**src/rtl/io_bank_ctrl.sv**
```systemverilog
// GPIO bank controller: per-pin input synchroniser, glitch filter, hold and sticky edge flags,
// plus registered output data and an output-enable FSM with turnaround dead cycles.
module io_bank_ctrl #(
    parameter int   WIDTH       = 8,
    parameter int   SYNC_STAGES = 2,
    parameter int   FILTER_LEN  = 3,
    parameter int   TURN_CYCLES = 2,
    parameter logic IN_RESET    = 1'b0
) (
    input  logic             clk,
    input  logic             rst,
    input  logic             ce_i,
    input  logic             hold_i,
    input  logic [WIDTH-1:0] dout_i,
    input  logic [WIDTH-1:0] oe_i,
    input  logic [WIDTH-1:0] evt_clr_i,
    input  logic [WIDTH-1:0] pad_i,
    output logic [WIDTH-1:0] pad_o,
    output logic [WIDTH-1:0] pad_oe,
    output logic [WIDTH-1:0] din_o,
    output logic [WIDTH-1:0] rise_o,
    output logic [WIDTH-1:0] fall_o
);

    localparam logic [1:0] ST_IDLE  = 2'd0;
    localparam logic [1:0] ST_TURN  = 2'd1;
    localparam logic [1:0] ST_DRIVE = 2'd2;

    localparam int FW = $clog2(((FILTER_LEN > 0) ? FILTER_LEN : 1) + 1);
    localparam int TW = (TURN_CYCLES > 0) ? $clog2(TURN_CYCLES + 1) : 1;
    localparam logic [FW-1:0] FILT_LAST = (FILTER_LEN > 0) ? FW'(FILTER_LEN - 1) : '0;
    localparam logic [TW-1:0] TURN_LAST = (TURN_CYCLES > 0) ? TW'(TURN_CYCLES - 1) : '0;

    logic [WIDTH-1:0] filt;
    logic [WIDTH-1:0] pad_o_q, pad_o_d;
    logic [WIDTH-1:0] hold_q, hold_d;
    logic [WIDTH-1:0] filt_prev_q, filt_prev_d;
    logic [WIDTH-1:0] rise_q, rise_d;
    logic [WIDTH-1:0] fall_q, fall_d;

    // Edge flags watch the filtered value, so a held din_o never hides an event.
    always_comb begin
        pad_o_d     = ce_i ? dout_i : pad_o_q;
        hold_d      = hold_i ? hold_q : filt;
        filt_prev_d = filt;
        rise_d      = (rise_q & ~evt_clr_i) | (filt & ~filt_prev_q);
        fall_d      = (fall_q & ~evt_clr_i) | (~filt & filt_prev_q);
    end

    always_ff @(posedge clk or posedge rst) begin
        if (rst) begin
            pad_o_q     <= '0;
            hold_q      <= {WIDTH{IN_RESET}};
            filt_prev_q <= {WIDTH{IN_RESET}};
            rise_q      <= '0;
            fall_q      <= '0;
        end else begin
            pad_o_q     <= pad_o_d;
            hold_q      <= hold_d;
            filt_prev_q <= filt_prev_d;
            rise_q      <= rise_d;
            fall_q      <= fall_d;
        end
    end

    assign pad_o  = pad_o_q;
    assign din_o  = hold_i ? hold_q : filt;
    assign rise_o = rise_q;
    assign fall_o = fall_q;

    generate
        for (genvar gi = 0; gi < WIDTH; gi++) begin : g_pin
            logic [SYNC_STAGES-1:0] sync_q, sync_d;
            logic                   sync_out;
            logic [1:0]             st_q, st_d;
            logic [TW-1:0]          tcnt_q, tcnt_d;
            logic                   oe_q, oe_d;

            always_comb begin
                sync_d = {sync_q[SYNC_STAGES-2:0], pad_i[gi]};
            end

            always_ff @(posedge clk or posedge rst) begin
                if (rst) sync_q <= {SYNC_STAGES{IN_RESET}};
                else     sync_q <= sync_d;
            end

            assign sync_out = sync_q[SYNC_STAGES-1];

            if (FILTER_LEN > 0) begin : g_filt
                logic          filt_q, filt_d;
                logic [FW-1:0] fcnt_q, fcnt_d;

                // Accept a new level only after it has disagreed for FILTER_LEN edges in a row.
                always_comb begin
                    filt_d = filt_q;
                    fcnt_d = '0;
                    if (sync_out != filt_q) begin
                        if (fcnt_q == FILT_LAST) filt_d = sync_out;
                        else                     fcnt_d = fcnt_q + 1'b1;
                    end
                end

                always_ff @(posedge clk or posedge rst) begin
                    if (rst) begin
                        filt_q <= IN_RESET;
                        fcnt_q <= '0;
                    end else begin
                        filt_q <= filt_d;
                        fcnt_q <= fcnt_d;
                    end
                end

                assign filt[gi] = filt_q;
            end else begin : g_nofilt
                assign filt[gi] = sync_out;
            end

            always_comb begin
                st_d   = st_q;
                tcnt_d = tcnt_q;
                if (ce_i) begin
                    case (st_q)
                        ST_IDLE: begin
                            tcnt_d = '0;
                            if (oe_i[gi]) st_d = (TURN_CYCLES > 0) ? ST_TURN : ST_DRIVE;
                        end
                        ST_TURN: begin
                            if (!oe_i[gi]) begin
                                st_d   = ST_IDLE;
                                tcnt_d = '0;
                            end else if (tcnt_q == TURN_LAST) begin
                                st_d   = ST_DRIVE;
                                tcnt_d = '0;
                            end else begin
                                tcnt_d = tcnt_q + 1'b1;
                            end
                        end
                        ST_DRIVE: begin
                            if (!oe_i[gi]) st_d = ST_IDLE;
                        end
                        default: begin
                            st_d   = ST_IDLE;
                            tcnt_d = '0;
                        end
                    endcase
                end
                oe_d = (st_d == ST_DRIVE);
            end

            always_ff @(posedge clk or posedge rst) begin
                if (rst) begin
                    st_q   <= ST_IDLE;
                    tcnt_q <= '0;
                    oe_q   <= 1'b0;
                end else begin
                    st_q   <= st_d;
                    tcnt_q <= tcnt_d;
                    oe_q   <= oe_d;
                end
            end

            assign pad_oe[gi] = oe_q;
        end
    endgenerate

endmodule

```
**config.mk**
```make
export PLATFORM = sky130hd
export DESIGN_NAME = io_bank_ctrl
export DESIGN_NICKNAME = d
export VERILOG_FILES = /design/src/rtl/io_bank_ctrl.sv
export SDC_FILE = /design/constraint.sdc
export NUM_CORES = 1
export LEC_CHECK = 0
export ABC_AREA = 1
export CELL_PAD_IN_SITES_DETAIL_PLACEMENT = 1
export CELL_PAD_IN_SITES_GLOBAL_PLACEMENT = 1
export CORE_ASPECT_RATIO = 0.8
export CORE_MARGIN = 3
export CORE_UTILIZATION = 40
export DETAILED_ROUTE_END_ITERATION = 16
export PLACE_DENSITY = 0.82
export SYNTH_ARGS = -nofsm -noshare
export SYNTH_HDL_FRONTEND = slang
export SYNTH_SLANG_ARGS = --single-unit
export TNS_END_PERCENT = 5
```
**constraint.sdc**
```tcl
create_clock -name clk -period 4.44 [get_ports clk]
set_input_delay 0.666 -clock clk [delete_from_list [all_inputs] [get_ports clk]]
set_output_delay 0.666 -clock clk [all_outputs]
set_load 0.02 [all_outputs]
```
# Word level (Yosys, flattened, before mapping)
# Index checks and enable logic that the tools add are counted.
dict set report word_totals {
  ram_bits 0
  wordCells 247
  regBits 120
  out_inout_bits 40
  input_bits 36
  latch_bits 0
  memories 0
  mem_bits_ro 0
}
dict set report op_classes {
  n_reduce_logical 24
  magnitude_cmp 0
  n_mul 0
  shifts 0
  n_div 0
  add_sub_neg 16
  bitwise 17
  n_eq_ne 48
  muxes 89
}
# cell count
set ops {}
lappend ops {{2-bit 2-to-1 mux} 72}
lappend ops {{2-bit == test (second input constant)} 24}
lappend ops {{2-bit case mux with 3 select lines} 8}
lappend ops {{2-bit by 1-bit adder with 2-bit output (second input constant)} 16}
lappend ops {{8-bit AND} 4}
lappend ops {{2-bit by 1-bit == test with 1-bit output (second input constant)} 16}
lappend ops {{2-bit case mux with 2 select lines} 8}
lappend ops {{2-bit AND reduction} 16}
lappend ops {{8-bit inverter} 3}
lappend ops {{2-bit logical NOT} 8}
lappend ops {{8-bit OR} 2}
lappend ops {{8-bit 2-to-1 mux} 1}
lappend ops {{1-bit != test} 8}
lappend ops {{1-bit inverter} 8}

# Logic depth before layout (Yosys ltp)
# Gate-level depths: netlist of the first run.
dict set report logic_depth {
  ltp_word 6
  ltp_mapped 7
  mapped_depth_nobuf 6
}

# Worst setup path before layout of the first run
# No wires, ideal clock.
dict set report synth_path {
  path_kind {input to output}
  from {input hold_i}
  to {output din_o[5]}
  stages 2
  slack_ns 2.417
  arrival_time_ns 1.357
  n_path_buf 1
  t_required_ns 3.774
  cell_sequence {buf_2 > o21ai_0}
}
dict set report synth_via {
  elab_chain_len 1
}
# item line_no
set synth_lines {}
lappend synth_lines {{start: declaration} 13} ;# input logic hold_i,
lappend synth_lines {{8-bit 2-to-1 mux} 67} ;# assign din_o = hold_i ? hold_q : filt;
lappend synth_lines {{end: declaration} 20} ;# output logic [WIDTH-1:0] din_o,
# No other way between the ends.

# Final worst setup path of the first run
dict set report layout_path {
  from {input hold_i}
  to {output din_o[4]}
}
# Same word-level chain as after synthesis.

==> results of run 1 <==
-- cell type report --
cell class | count | area, sq um
inverter | 82 | 313
fill | 1260 | 5040
sequential | 120 | 3000
timing repair buffer | 78 | 773
tap | 144 | 180
clock inverter | 10 | 154
clock buffer | 19 | 443
multi-input combinational | 272 | 1240
-- critical path, delay by kind of cell --
family / cells / cell delay [ns]
buffers and inverters: 2 / 1.32
AOI/OAI and AO/OA: 1 / 0.38
-- cell families after synthesis --
group / count (synthesis)
simple gates: 208
flops: 120
buf+inv: 96
compound gates: 56
xor+xnor: 8
-- registers in the layout, summed over array words and instances, names as in the netlist --
| name | flops |
|---|---|
| g_pin.g_filt.fcnt_q | 16 |
| g_pin.st_q | 16 |
| g_pin.sync_q | 16 |
| g_pin.tcnt_q | 16 |
| fall_o | 8 |
| filt_prev_q | 8 |
| g_pin.g_filt.filt_q | 8 |
| g_pin.oe_q | 8 |
| hold_q | 8 |
| pad_o | 8 |
| rise_o | 8 |
-- final timing paths --
check	start	to	slack [ns]	depth (start not counted)
max	hold_i	din_o[4]	1.41	3
min	g_pin[6].sync_q[0]$_DFF_PP0_	g_pin[6].sync_q[1]$_DFF_PP0_	0.35	0
max reg2reg	g_pin[1].st_q[1]$_DFF_PP0_	g_pin[1].oe_q$_DFF_PP0_	3.43	5
min reg2reg	g_pin[6].sync_q[0]$_DFF_PP0_	g_pin[6].sync_q[1]$_DFF_PP0_	0.35	0
max in group asynchronous	rst	g_pin[4].tcnt_q[0]$_DFFE_PP0P_	2.70	3
min in group asynchronous	rst	g_pin[3].oe_q$_DFF_PP0_	0.84	2
-- synth_stat cells --
cell type,count
nand2_4,4
nor2_2,4
a21oi_1,20
nand2_2,8
xnor2_1,8
a21oi_2,4
dfrtp_1,120
o21ai_0,24
inv_4,1
nor2_1,36
buf_6,3
inv_1,81
buf_4,9
o22ai_1,8
buf_12,1
nor3_1,16
nand2_1,140
buf_2,1
-- cell usage in the layout, fill, tap and decap left out --
cell type,n
nor2_1,36
buf_4,3
o22ai_1,8
inv_1,80
clkinv_4,1
nor3_1,16
dfrtp_1,120
a21oi_2,4
clkbuf_8,1
xnor2_1,8
clkbuf_1,1
bufinv_16,4
a21oi_1,20
nand2_2,8
nor2_2,4
inv_4,2
nand2_1,140
clkbuf_16,17
o21ai_0,24
nand2_4,4
clkinv_2,5
clkdlybuf4s50_1,75
-- power by group through the flow --
stage	Combinational (uW)	Sequential, uW	Clock, uW
floorplan	453	1630	0
global placement	867	1540	0
detailed placement	924	1570	0
CTS	935	1550	1430
global route	1020	1590	1490
finish	916	1550	1400
-- metal layers --
metal	share of wire [%]	wire length (um)	vias to the layer above	global-route usage, %
li1	-	-	1638	-
met1	44	4440	1669	18.7
met2	49	5000	78	30.0
met3	6.4	653	10	6.11
met4	0.69	70	0	6.10
met5	0	0	-	0
-- metrics by stage --
stage,area [sq um],instances
2_1_floorplan,4680,488
3_3_place_gp,5510,696
3_5_place_dp,5510,696
4_1_cts,6100,725
5_1_grt,6100,725
6_report,6100,725
==> metrics.cfg, run 1 <==
[sta]
fin_crit_sh_pct=68.3
rsz0062_at_grt=false
maxSlewHeadroom_pct=38.9
finalCriticalPeriod_ns=3.03
slew_viol_final=0
hold_viol=0
finalSetupViolCount=0
worst_pin_slew_ns=0.916
fmax_ghz=0.330
finalSetupTns_ns=0
whs_ns=0.348
fin_skew_ns=0.00979
worst_slack_ns=1.41

[hold_path]
hold_class=reg -> reg

[die]
fp.dieH_um=103
fp.dieW_um=127
die_area_sq_mm=0.0130
start_util_pct=42.0
core-area_sq_mm=0.0111
row_count=34
ios=76

[global_route]
antenna_found_initial=0
grt_max_degree=76
grt_pass1_wl_um=17100
track_usage_pct=16.8
overflow=0
grt_pass1_vias=3842

[setup_path]
cp-end-kind=output port
cp.arrival_ns=2.37
start_kind=input port
crit_chain=clkdlybuf4s50_1, o21ai_0, clkdlybuf4s50_1
crit_top_cell=clkdlybuf4s50_1
critical_path_class=in -> out
required_ns=3.77
worst-path-max-fanout=16
slowest_delay_ns=0.67
slowest_stage=clkdlybuf4s50_1

[synth]
synth_compound_area_share_pct=6.53
synthMuxAreaShare_pct=0
synth_xor_area_share_pct=1.50
syn-cell-area_sq_mm=0.00468
yosysTopAreaCell=dfrtp_1
synth_fa_ha_area_share_pct=0
synth_top_family_by_area=simple AND/OR/NAND/NOR gates
ys_ff_latch=120
yosysWarnings=0
syn_area_per_cell_sq_um=9.58
synth-seq-area-share_pct=64.2
yosys.area_share.simple_pct=18.4
syn_inst=488
synth.top_cell.area_share_pct=64.2
synthTopCellsByArea=dfrtp_1, nand2_1, inv_1
ys_types=18
synth_fp_nets=524

[placement]
gp_congestion=0.744
hpwl_um=7110
post-place-ws_ns=1.38
io_buffers=75

[cts]
clock_latency_ns=0.41
ctsHoldBuffers=0
cts_buffer_depth=2
cts_buffers=17
h-tree-depth=4
cts.sinks=120
root_buffer=clkbuf_16
cts.clk_slew.worst_paths_ns=0.05
cts_tree=yes
cts_resized=0
cts_setup_buffers=0

[routing]
routed_via_density=4.68
num_vias=3395
first_pass_iters=4
antenna_left=0
drtIter0Drc=98
wire_per_inst_um=14.0
drc=0
totalWireLength_um=10200

[flow_run]
cap_violations=0

[layout]
area_delta_synth_final_pct=30.5
fin_nets=607
num_antenna_cells=0
finish.utilization_pct=54.7
drive_gt1_share_pct=9.12

[power_and_ir_drop]
p_total_uw=3870
power_frac_clock_pct=36.3
p_per_area_mw_per_mm2=634
p_int_uw=2710
power_leakage_uw=0.00308
power_switching_uw=1160
seqPwrFrac_pct=40.1
switching_share_pct=30.0
vdd_ir_drop_max_mv=0.316
combPwrFrac_pct=23.7

[run_status]
status=finished clean

Note: power is estimated with default switching activity, not from simulation.
==> run 2: changes to the inputs <==
- CORE_UTILIZATION: 40 -> 37
- PLACE_DENSITY: 0.82 -> 0.8
- clock period: 4.44 -> 2.7 ns (I/O delays scaled with it)
==> metrics.cfg, run 2 (synthesis gave the netlist of run 1 again) <==
[routing]
drtIter0Drc=113
antenna_left=0
drc=0
num_vias=3451
routed_via_density=4.56
totalWireLength_um=10700
wire_per_inst_um=14.2
first_pass_iters=4

[setup_path]
path_buf_inv=2
crit_chain=clkdlybuf4s50_1, o21ai_0, clkdlybuf4s50_1
slowest_stage=clkdlybuf4s50_1
worst-path-max-fanout=16
cp-end-kind=output port
cp.arrival_ns=2.11
crit_top_cell=clkdlybuf4s50_1
crit_family=buffers and inverters
slowest_delay_ns=0.66
start_kind=input port
critical_path_class=in -> out
required_ns=2.30

[die]
fp.dieW_um=132
core-area_sq_mm=0.0123
fp.dieH_um=107
start_util_pct=38.2
ios=76
die_area_sq_mm=0.0140
row_count=36

[power_and_ir_drop]
switching_share_pct=31.4
power_switching_uw=2020
combPwrFrac_pct=23.7
power_frac_clock_pct=36.4
p_int_uw=4430
p_per_area_mw_per_mm2=1040
vdd_ir_drop_max_mv=0.487
power_leakage_uw=0.00309
seqPwrFrac_pct=39.8

[sta]
fin_skew_ns=0.00598
hold_viol=0
worst_slack_ns=0.183
maxSlewHeadroom_pct=66.7
finalCriticalPeriod_ns=2.52
rsz0062_at_grt=false
fmax_ghz=0.397
fin_crit_sh_pct=93.2
finalSetupTns_ns=0
worst_pin_slew_ns=0.498
finalSetupViolCount=0
slew_viol_final=0

[layout]
drive_gt1_share_pct=9.91
layout_common_cells=nand2_1, dfrtp_1, inv_1
fin_nets=608
area_delta_synth_final_pct=32.5
fillers=1351
num_antenna_cells=0
final_common_cell=nand2_1
stdcell_count=756

[run_status]
status=finished clean

[cts]
root_buffer=clkbuf_16
cts_tree=yes
cts.clk_slew.worst_paths_ns=0.06
cts_resized=0
cts.sinks=120
cts_buffer_depth=2
cts_buffers=17
h-tree-depth=4
cts_setup_buffers=0
ctsHoldBuffers=0
clock_latency_ns=0.41

[flow_run]
cap_violations=0

[placement]
post-place-ws_ns=0.193
gp_congestion=0.713
hpwl_um=7360
dpl.cell_count=724
io_buffers=75

[global_route]
grt_pass1_vias=3892
grt_pass1_wl_um=18500
track_usage_pct=16.7
antenna_found_initial=0
overflow=0
grt_max_degree=49

[hold_path]
hold_class=reg -> reg

-- run 2: worst paths after layout --
kind / cells after the start / to / slack [ns] / start
max: 3 / din_o[3] / 0.18 / hold_i
min: 0 / g_pin[3].sync_q[1]$_DFF_PP0_ / 0.35 / g_pin[3].sync_q[0]$_DFF_PP0_
max reg2reg: 5 / g_pin[0].oe_q$_DFF_PP0_ / 1.68 / g_pin[0].st_q[1]$_DFF_PP0_
min reg2reg: 0 / g_pin[3].sync_q[1]$_DFF_PP0_ / 0.35 / g_pin[3].sync_q[0]$_DFF_PP0_
max in group asynchronous: 3 / g_pin[3].st_q[1]$_DFF_PP0_ / 1.71 / rst
min in group asynchronous: 2 / g_pin[4].g_filt.fcnt_q[0]$_DFF_PP0_ / 0.38 / rst
-- run 2: worst reg2reg max path, cell delays in order, from the launching register on --
cell and delay (ns):
dfrtp_1 0.41, nor2_1 0.17, nand2_1 0.08, nand2_1 0.07, nand2_1 0.07, a21oi_1 0.14
-- run 2: area by class of cell --
class	instances	area (sq um)	area share, %
flip-flops and latches	120	3000	48.5
multi-input cells	272	1240	20.0
repair buffers	79	806	13.0
clock buffers	19	453	7.31
inverters	82	314	5.07
well taps	171	214	3.45
clock inverters	13	170	2.75
-- run 2: per-stage QoR --
| step | cell area, sq um | power, uW | utilization (%) | hold WS [ns] |
|---|---|---|---|---|
| after global routing | 6200 | 6830 | 50.6 | 0.356 |
| after floorplan | 4680 | 3420 | - | 0.331 |
| after CTS | 6200 | 6540 | 50.6 | 0.353 |
| after global placement | 5570 | 3980 | 45.5 | 0.335 |
| after detailed placement | 5570 | 4110 | 45.5 | 0.337 |
| final | 6200 | 6450 | 50.6 | 0.350 |
-- run 2: metal layers --
metal,up-vias,wire [um],share of wire [%],global-route usage [%]
met5,-,0,0,0
met4,0,100,0.93,4.95
met3,10,537,5.0,6.01
met2,75,5580,52,30.1
met1,1725,4510,42,18.6
li1,1641,-,-,-
-- run 2: power groups by stage --
| stage | clock network (uW) | registers, uW | logic (uW) |
|---|---|---|---|
| global placement | 0 | 2540 | 1430 |
| detailed placement | 0 | 2590 | 1520 |
| floorplan | 0 | 2680 | 745 |
| finish | 2350 | 2570 | 1530 |
| global route | 2490 | 2630 | 1700 |
| CTS | 2400 | 2580 | 1560 |
